## src/rtl/ddr3_app_pkg.sv

```systemverilog
// Shared constants and state encoding for the DDR3 application-side sequencer.
package ddr3_app_pkg;

    localparam logic [2:0] CMD_RD = 3'b001;
    localparam logic [2:0] CMD_WR = 3'b000;
    localparam int         BEAT_W = 288;
    localparam int         MASK_W = 36;

    typedef enum logic [1:0] {
        ST_IDLE,
        ST_CMD,
        ST_WD0,
        ST_WD1
    } state_e;

endpackage

```

## src/rtl/ddr3_rd_collect.sv

```systemverilog
// Gathers two-beat read returns into one response word and tracks how many
// issued reads are still waiting for their end beat.
module ddr3_rd_collect
    import ddr3_app_pkg::*;
#(
    parameter int RD_CNT_W = 4
) (
    input  logic                  clk,
    input  logic                  srst,
    input  logic                  rd_issue,
    input  logic [BEAT_W-1:0]     rd_data,
    input  logic                  rd_valid,
    input  logic                  rd_end,
    output logic                  rsp_valid,
    output logic [2*BEAT_W-1:0]   rsp_data,
    output logic [RD_CNT_W-1:0]   rd_pending,
    output logic                  err_spurious
);

    logic                rsp_valid_q, rsp_valid_d;
    logic [RD_CNT_W-1:0] pend_q, pend_d;
    logic                err_q, err_d;
    logic                burst_done;

    // Half 0 takes non-end beats, half 1 takes the end beat; a lone end beat
    // therefore leaves half 0 holding whatever it had before.
    for (genvar gi = 0; gi < 2; gi++) begin : g_half
        logic [BEAT_W-1:0] half_q, half_d;

        always_comb begin
            half_d = half_q;
            if (rd_valid && (rd_end == (gi != 0))) begin
                half_d = rd_data;
            end
        end

        always_ff @(posedge clk) begin
            if (srst) begin
                half_q <= '0;
            end else begin
                half_q <= half_d;
            end
        end

        assign rsp_data[gi*BEAT_W +: BEAT_W] = half_q;
    end

    assign burst_done = rd_valid && rd_end && (pend_q != '0);

    always_comb begin
        pend_d      = pend_q;
        rsp_valid_d = rd_valid && rd_end;
        err_d       = err_q || (rd_valid && (pend_q == '0));
        if (rd_issue && !burst_done) begin
            pend_d = pend_q + RD_CNT_W'(1);
        end else if (!rd_issue && burst_done) begin
            pend_d = pend_q - RD_CNT_W'(1);
        end
    end

    always_ff @(posedge clk) begin
        if (srst) begin
            rsp_valid_q <= 1'b0;
            pend_q      <= '0;
            err_q       <= 1'b0;
        end else begin
            rsp_valid_q <= rsp_valid_d;
            pend_q      <= pend_d;
            err_q       <= err_d;
        end
    end

    assign rsp_valid    = rsp_valid_q;
    assign rd_pending   = pend_q;
    assign err_spurious = err_q;

endmodule

```

## src/rtl/ddr3_app_sequencer.sv

```systemverilog
// Issues one whole-burst request at a time onto the DDR3 controller app port
// and frames the two write-data beats; read returns go through ddr3_rd_collect.
module ddr3_app_sequencer
    import ddr3_app_pkg::*;
#(
    parameter int MAX_RD   = 4,
    parameter int RD_CNT_W = 4
) (
    input  logic                  ddr3_clk,
    input  logic                  ddr3_rst,
    input  logic                  req_valid,
    output logic                  req_ready,
    input  logic                  req_rnw,
    input  logic [31:0]           req_addr,
    input  logic [2*BEAT_W-1:0]   req_wdata,
    input  logic [2*MASK_W-1:0]   req_wmask,
    output logic [2:0]            ddr3_cmd,
    output logic [31:0]           ddr3_addr,
    output logic                  ddr3_en,
    input  logic                  ddr3_rdy,
    output logic [BEAT_W-1:0]     ddr3_wdf_data,
    output logic [MASK_W-1:0]     ddr3_wdf_mask,
    output logic                  ddr3_wdf_wren,
    output logic                  ddr3_wdf_end,
    input  logic                  ddr3_wdf_rdy,
    input  logic [BEAT_W-1:0]     ddr3_rd_data,
    input  logic                  ddr3_rd_data_valid,
    input  logic                  ddr3_rd_data_end,
    output logic                  rsp_valid,
    output logic [2*BEAT_W-1:0]   rsp_data,
    output logic [RD_CNT_W-1:0]   rd_pending,
    output logic                  err_spurious
);

    state_e                state_q, state_d;
    logic [31:0]           addr_q, addr_d;
    logic                  rnw_q, rnw_d;
    logic [2*BEAT_W-1:0]   wdata_q, wdata_d;
    logic [2*MASK_W-1:0]   wmask_q, wmask_d;
    logic                  rd_full;
    logic                  rd_issue;

    // Only reads are held back when the response path is full; writes pass.
    assign rd_full = (rd_pending == RD_CNT_W'(MAX_RD));

    always_comb begin
        state_d       = state_q;
        addr_d        = addr_q;
        rnw_d         = rnw_q;
        wdata_d       = wdata_q;
        wmask_d       = wmask_q;
        req_ready     = 1'b0;
        ddr3_en       = 1'b0;
        ddr3_wdf_wren = 1'b0;
        ddr3_wdf_end  = 1'b0;
        ddr3_wdf_data = '0;
        ddr3_wdf_mask = '0;
        rd_issue      = 1'b0;
        case (state_q)
            ST_IDLE: begin
                req_ready = !(req_valid && req_rnw && rd_full);
                if (req_valid && req_ready) begin
                    addr_d  = req_addr;
                    rnw_d   = req_rnw;
                    wdata_d = req_wdata;
                    wmask_d = req_wmask;
                    state_d = ST_CMD;
                end
            end
            ST_CMD: begin
                ddr3_en = 1'b1;
                if (ddr3_rdy) begin
                    rd_issue = rnw_q;
                    state_d  = rnw_q ? ST_IDLE : ST_WD0;
                end
            end
            ST_WD0: begin
                ddr3_wdf_wren = 1'b1;
                ddr3_wdf_data = wdata_q[BEAT_W-1:0];
                ddr3_wdf_mask = wmask_q[MASK_W-1:0];
                if (ddr3_wdf_rdy) begin
                    state_d = ST_WD1;
                end
            end
            default: begin
                ddr3_wdf_wren = 1'b1;
                ddr3_wdf_end  = 1'b1;
                ddr3_wdf_data = wdata_q[2*BEAT_W-1:BEAT_W];
                ddr3_wdf_mask = wmask_q[2*MASK_W-1:MASK_W];
                if (ddr3_wdf_rdy) begin
                    state_d = ST_IDLE;
                end
            end
        endcase
    end

    always_ff @(posedge ddr3_clk) begin
        if (ddr3_rst) begin
            state_q <= ST_IDLE;
            addr_q  <= '0;
            rnw_q   <= 1'b0;
            wdata_q <= '0;
            wmask_q <= '0;
        end else begin
            state_q <= state_d;
            addr_q  <= addr_d;
            rnw_q   <= rnw_d;
            wdata_q <= wdata_d;
            wmask_q <= wmask_d;
        end
    end

    assign ddr3_cmd  = rnw_q ? CMD_RD : CMD_WR;
    assign ddr3_addr = addr_q;

    ddr3_rd_collect #(
        .RD_CNT_W (RD_CNT_W)
    ) u_rd_collect (
        .clk          (ddr3_clk),
        .srst         (ddr3_rst),
        .rd_issue     (rd_issue),
        .rd_data      (ddr3_rd_data),
        .rd_valid     (ddr3_rd_data_valid),
        .rd_end       (ddr3_rd_data_end),
        .rsp_valid    (rsp_valid),
        .rsp_data     (rsp_data),
        .rd_pending   (rd_pending),
        .err_spurious (err_spurious)
    );

endmodule

```

## config.mk

```make
export PLATFORM = sky130hd
export DESIGN_NAME = ddr3_app_sequencer
export DESIGN_NICKNAME = d
export VERILOG_FILES = /design/src/rtl/ddr3_app_pkg.sv /design/src/rtl/ddr3_rd_collect.sv /design/src/rtl/ddr3_app_sequencer.sv
export SDC_FILE = /design/constraint.sdc
export NUM_CORES = 2
export LEC_CHECK = 0
export ABC_CLOCK_PERIOD_IN_PS = 2710
export BUFFER_PORTS_ARGS = -buffer_cell sky130_fd_sc_hd__buf_2
export CORE_AREA = 5 5 741 743
export CTS_CLUSTER_DIAMETER = 80
export DETAILED_ROUTE_END_ITERATION = 12
export DIE_AREA = 0 0 746 748
export PLACE_DENSITY = 0.34
export REMOVE_ABC_BUFFERS = 1
export SETUP_SLACK_MARGIN = 0.4
export SLEW_MARGIN = 20
export SYNTH_ARGS = -nofsm -noshare
export SYNTH_HDL_FRONTEND = slang
export SYNTH_HIERARCHICAL = 1
export SYNTH_SLANG_ARGS = --single-unit
```

## constraint.sdc

```tcl
create_clock -name ddr3_clk -period 2.71 [get_ports ddr3_clk]
set_input_delay 0.542 -clock ddr3_clk [delete_from_list [all_inputs] [get_ports ddr3_clk]]
set_output_delay 0.542 -clock ddr3_clk [all_outputs]
set_load 0.05 [all_outputs]
```

Yosys cells after proc, flatten, opt, wreduce, memory -nomap -nowiden. Cells that the tools add are included.

Word-level logic and storage cells: 58. Bits in registers: 1265. Output and inout port bits: 945.

Reduce and logical (&&, ||, !) cells: 22. Eq/ne operators: 6. Add/sub/neg operators: 2. Multiplexer cells: 17. Bitwise operators: 1.

Operators by type and width (count): $pmux W288 S2 (1); $pmux W36 S2 (1); $mux W2 (5); $logic_and A1 B1 Y1 (9); $mux W4 (2); $mux W1 (7); $ne A2 B2 Y1 const B (3); $pmux W2 S3 (1); $add A4 B1 Y4 const B (1); $eq A4 B3 Y1 const B (1); $logic_not A4 Y1 (1); $reduce_and A4 Y1 (1); $reduce_bool A4 Y1 (1); $sub A4 B1 Y4 const B (1); $logic_not A1 Y1 (3); $reduce_bool A3 Y1 (1); $reduce_or A3 Y1 (1); $eq A2 B1 Y1 const B (1); $eq A2 B2 Y1 const B (1); $logic_not A2 Y1 (1); $reduce_and A2 Y1 (1); $reduce_bool A2 Y1 (1); $reduce_or A2 Y1 (1); $logic_or A1 B1 Y1 (1); $not A1 Y1 (1).

Depth between registers and ports, before layout.
Word-level depth: 6. Depth in mapped cells: 11. Gate-level depth less buffers: 9.

By module. The synthesis kept the hierarchy.

By module, submodules not included: ddr3_app_sequencer (cells each 3698, instances 1, sequential area each 13673.1 um^2, area each 35899.4 um^2); ddr3_rd_collect (cells each 2533, instances 1, sequential area each 11651.2 um^2, area each 20001.7 um^2).

Worst setup path after synthesis. Ideal clock, no wire load.

Path kind: flip-flop to flip-flop. Start: reg state_q[0]. End: reg u_rd_collect.pend_q[3] (netlist: u_rd_collect/rd_pending[3]). Period minus slack after synthesis: 3.124 ns. Cell stages (with the launch flop): 12. Arrival time: 3.003 ns. Required time: 2.589 ns. Path buffers: 2. Path slack: -0.414 ns. Library setup time: 0.121 ns. Cell sequence: dfxtp_1 clkbuf_1 buf_2 nor2b_1 and3_1 ha_1 inv_1 ha_1 a21oi_1 a211oi_1 a31oi_1 mux2_2.

Word-level cells in the longest chain between the ends: 5. Elaborated cells on any way between the ends: 7. Those cells by class: eq/ne: 1; mux: 2; reduce/logical: 4.

RTL lines: start, declared (line ddr3_app_sequencer.sv:35) `state_e state_q, state_d;`; start signal, assigned (line ddr3_app_sequencer.sv:105) `state_q <= state_d;`; $eq A2 B1 Y1 * (line ddr3_app_sequencer.sv:59) `case (state_q)`; $mux W1 * (line ddr3_app_sequencer.sv:59); net rd_issue (line ddr3_app_sequencer.sv:41) `logic rd_issue;`; $logic_not A1 Y1 (line ddr3_rd_collect.sv:56) `end else if (!rd_issue && burst_done) begin`; $logic_and A1 B1 Y1 (line ddr3_rd_collect.sv:56); $reduce_bool A2 Y1 (no line); end signal, assigned (line ddr3_rd_collect.sv:68) `pend_q <= pend_d;`; end, declared (line ddr3_rd_collect.sv:21) `logic [RD_CNT_W-1:0] pend_q, pend_d;`.

Mark *: on every way through the listed nets, which the timed path passes. The rest lies on a longest branch. A chain may end at the register's enable or synchronous reset.

Final worst setup path.
Start: reg state_q[0]. End: out ddr3_wdf_data[52].

Word-level cells in the longest chain between the ends: 3. Elaborated cells on any way between the ends: 5. Those cells by class: eq/ne: 2; mux: 1; reduce/logical: 2.

RTL lines: $eq A2 B1 Y1 or $logic_not A2 Y1 (tied branches) (line ddr3_app_sequencer.sv:59); $reduce_or A2 Y1 (no line); $pmux W288 S2 * (line ddr3_app_sequencer.sv:59); end, declared (line ddr3_app_sequencer.sv:21) `output logic [BEAT_W-1:0] ddr3_wdf_data,`.

Every way passes the cells marked *; elsewhere a longest branch is shown, timed or not.

==> results_dict.tcl <==
set metrics [dict create \
    status "finished, violations left" \
    violations "negative setup slack" \
    wl_per_cell_um 24.78 \
    syn_area_per_cell_um2 8.971 \
    critPathMaxFanout 5 \
    dr_wl_met3_um 30060 \
    worstMarginPinSlew_ps 812.9 \
    cp.arrival_ps 2590 \
    clock_latency_ps 910 \
    totalWireLength_um 411100 \
    worstPathRequired_ps 2170 \
    grt_pass1_vias 55940 \
    cts_root_buf "clkbuf_16" \
    die_width_um 746 \
    hold_path_class "in2reg" \
    synth.cell_area_mm2 0.05590 \
    die_area_mm2 0.5580 \
    synth_cells 6231 \
    dr.pass1.iters 5 \
    via_per_inst 3.301 \
    place_congestion 0.9277 \
    place_area_mm2 0.07582 \
    grt_antenna_before_repair 164 \
    startpoint_type "flip-flop" \
    grt_pass1_wl_um 524400 \
    synth_warnings 6 \
    synth-seq-cells 1265 \
    cp_top_family "buffers and inverters" \
    clk_pin_slew_ps 50 \
    ys_seq_area_share_pct 45.30 \
    num-fill-cells 61030 \
    hpwl_um 329600 \
    irDropWorstVdd_uv 570.0 \
    hold_violations 0 \
    finalPower_mw 60.15 \
    nets 10130 \
    path_cells "buf_12, clkbuf_16, buf_16, mux2i_4, nor2b_4, buf_12" \
    worstHoldStart "req_wdata[448]" \
    ys.flop_type "dfxtp_1" \
    cts.htree.levels 4 \
    top_layer_used "met5" \
    r2r_cells 10 \
    worstReg2RegStart "state_q[0]" \
    end_kind "output pin" \
    cts_buffers 186 \
    post-place-ws_ps -336.2 \
    cts_tree "yes" \
    ios 1921 \
    max-slew-margin-rel_pct 45.81 \
    async_reset_ff_share_pct 0 \
    met2WireLength_um 200800 \
    wl_met1_um 155800 \
    grt_max_degree 128 \
    drt_iter0_drc 3199 \
    seq_area_mm2 0.02533 \
    max_stage_delay_ps 530 \
    final-setup-viol-count 653 \
    min_delay_path_depth 3 \
    rsz0062_at_grt "true" \
    clock-sinks 1265 \
    ant_nets 0 \
    layout_commonest_cell "buf_2" \
    power_leakage_nw 38.45 \
    reg2reg_to "ddr3_addr[17]" \
    drc_errors 0 \
    path_buf_inv 4 \
    critical_path_class "reg2out" \
    fin_crit_ps 3134 \
    layout_common_cells "buf_2 (1590), nand2b_1 (1363), dfxtp_1 (1263)" \
    synth-edff-count 0 \
    multi_input_area_mm2 0.02986 \
    min_to "wdata_q[448]" \
    stdcell_area_mm2 0.09729 \
    r2r_setup_slack_ps -130 \
    fp-row-count 271 \
    area_delta_synth_final_pct 74.03 \
    finalClockSkew_ps 74.70 \
    crit_path_top_delay_cell "mux2i_4" \
    core_mm2 0.5422 \
    fin_crit_sh_pct 115.6 \
    slew_viol_final 0 \
    die_h_um 748 \
    finalWorstSetupSlack_ps -423.6 \
    tns_ps -95840 \
    grt_usage_pct 13.75 \
    port_buffers 1918 \
    worst_path_most_repeated_cell "buf_12" \
    max_clock_freq_mhz 319.1 \
    drive_gt1_share_pct 30.75 \
    yosysUniqueCellTypes 32 \
    start_util_pct 10.31 \
    vias 54760 \
    clk_path_buf_depth 4 \
    gr-total-overflow 0 \
    power_density_mw_per_mm2 618.3 \
    maxCapViolations 0 \
]
## area by class of cell
class | instances | share of cell area [%]
clock inverters | 53 | 0.6572
repair buffers | 3225 | 27.45
inverters | 4 | 0.01543
multi-input cells | 4464 | 30.70
well taps | 7234 | 9.304
clock buffers | 275 | 5.667
flip-flops and latches | 1265 | 26.04
diodes | 68 | 0.1749
## repair_timing
item,in CTS,in global routing
gates cloned,6,27
hold buffers,923,0
setup endpoints to repair,529,972
hold endpoints to repair,1170,0
buffers inserted,18,85
resized for setup,243,1029
## cell usage after synthesis, types with 2 or more instances
cell | count | area [µm²]
nand2b_1 | 1364 | 8533
a21oi_1 | 581 | 2908
ha_1 | 3 | 37.54
xnor2_1 | 2 | 17.52
buf_4 | 72 | 540.5
nand2_1 | 1153 | 4328
dfxtp_1 | 1265 | 25320
mux2i_1 | 1006 | 10070
buf_6 | 20 | 225.2
nor2b_1 | 327 | 2046
buf_2 | 114 | 570.6
clkbuf_1 | 280 | 1051
inv_1 | 4 | 15.01
and2_1 | 2 | 12.51
buf_1 | 13 | 48.80
nor2_1 | 9 | 33.78
## worst reg2reg max path, cell delays in order, from the launching register on
cell and delay [ps]:
dfxtp_4 400, buf_12 170, buf_12 160, buf_12 200, buf_4 170, or3b_1 410, a21oi_4 160, buf_12 170
buf_12 180, buf_4 460, mux2i_1 260
## stage by stage
step | util [%] | hold slack (ps) | cells
after global placement | 13.98 | 438.6 | 15130
after detailed placement | 13.98 | 443.0 | 15130
after global routing | 17.93 | 26.61 | 16570
final | 17.94 | 114.0 | 16590
after floorplan | - | 447.4 | 5733
after CTS | 17.06 | 0.4017 | 16410
## registers in the layout (all words and copies together), names as in the netlist
| name | count |
|---|---|
| state_q | 2 |
| wmask_q | 72 |
| ddr3_addr | 32 |
| u_rd_collect/rsp_valid | 1 |
| rnw_q | 1 |
| u_rd_collect/rd_pending | 4 |
| u_rd_collect/err_spurious | 1 |
| wdata_q | 576 |
| u_rd_collect/g_half.half_q | 576 |
## routing by layer
metal / GRT usage, % / up-vias
li1: - / 26100
met2: 24.10 / 1863
met1: 15.00 / 26130
met3: 4.396 / 613
met5: 0 / -
met4: 6.454 / 50
## worst max path at each step
stage / slack, ps / cells past startpoint / endpoint / startpoint
CTS: -650 / 5 / ddr3_wdf_mask[29] / state_q[0]
floorplan: -54240 / 3 / ddr3_addr[0] / state_q[0]
detailed placement: -340 / 6 / ddr3_wdf_data[71] / state_q[0]
global route: -600 / 6 / ddr3_wdf_data[52] / state_q[0]
finish: -420 / 6 / ddr3_wdf_data[52] / state_q[0]
global placement: -710 / 5 / ddr3_wdf_mask[29] / state_q[0]
## report_power, final
part,internal (mW),switching (mW)
registers,20.0,1.17
clock network,14.7,10.3
logic,5.97,8.02
## logic make-up after synthesis
| group | count (synthesis) | share of synthesized area (%) |
|---|---|---|
| compound gates | 587 | 5.289 |
| flops | 1265 | 45.30 |
| other cells | 1 | 0.006708 |
| xor+xnor | 3 | 0.04701 |
| simple gates | 2861 | 26.83 |
| mux | 1007 | 18.03 |
| buf+inv | 503 | 4.385 |
| fa+ha+maj | 4 | 0.1030 |
(Power assumes the default switching activity.)
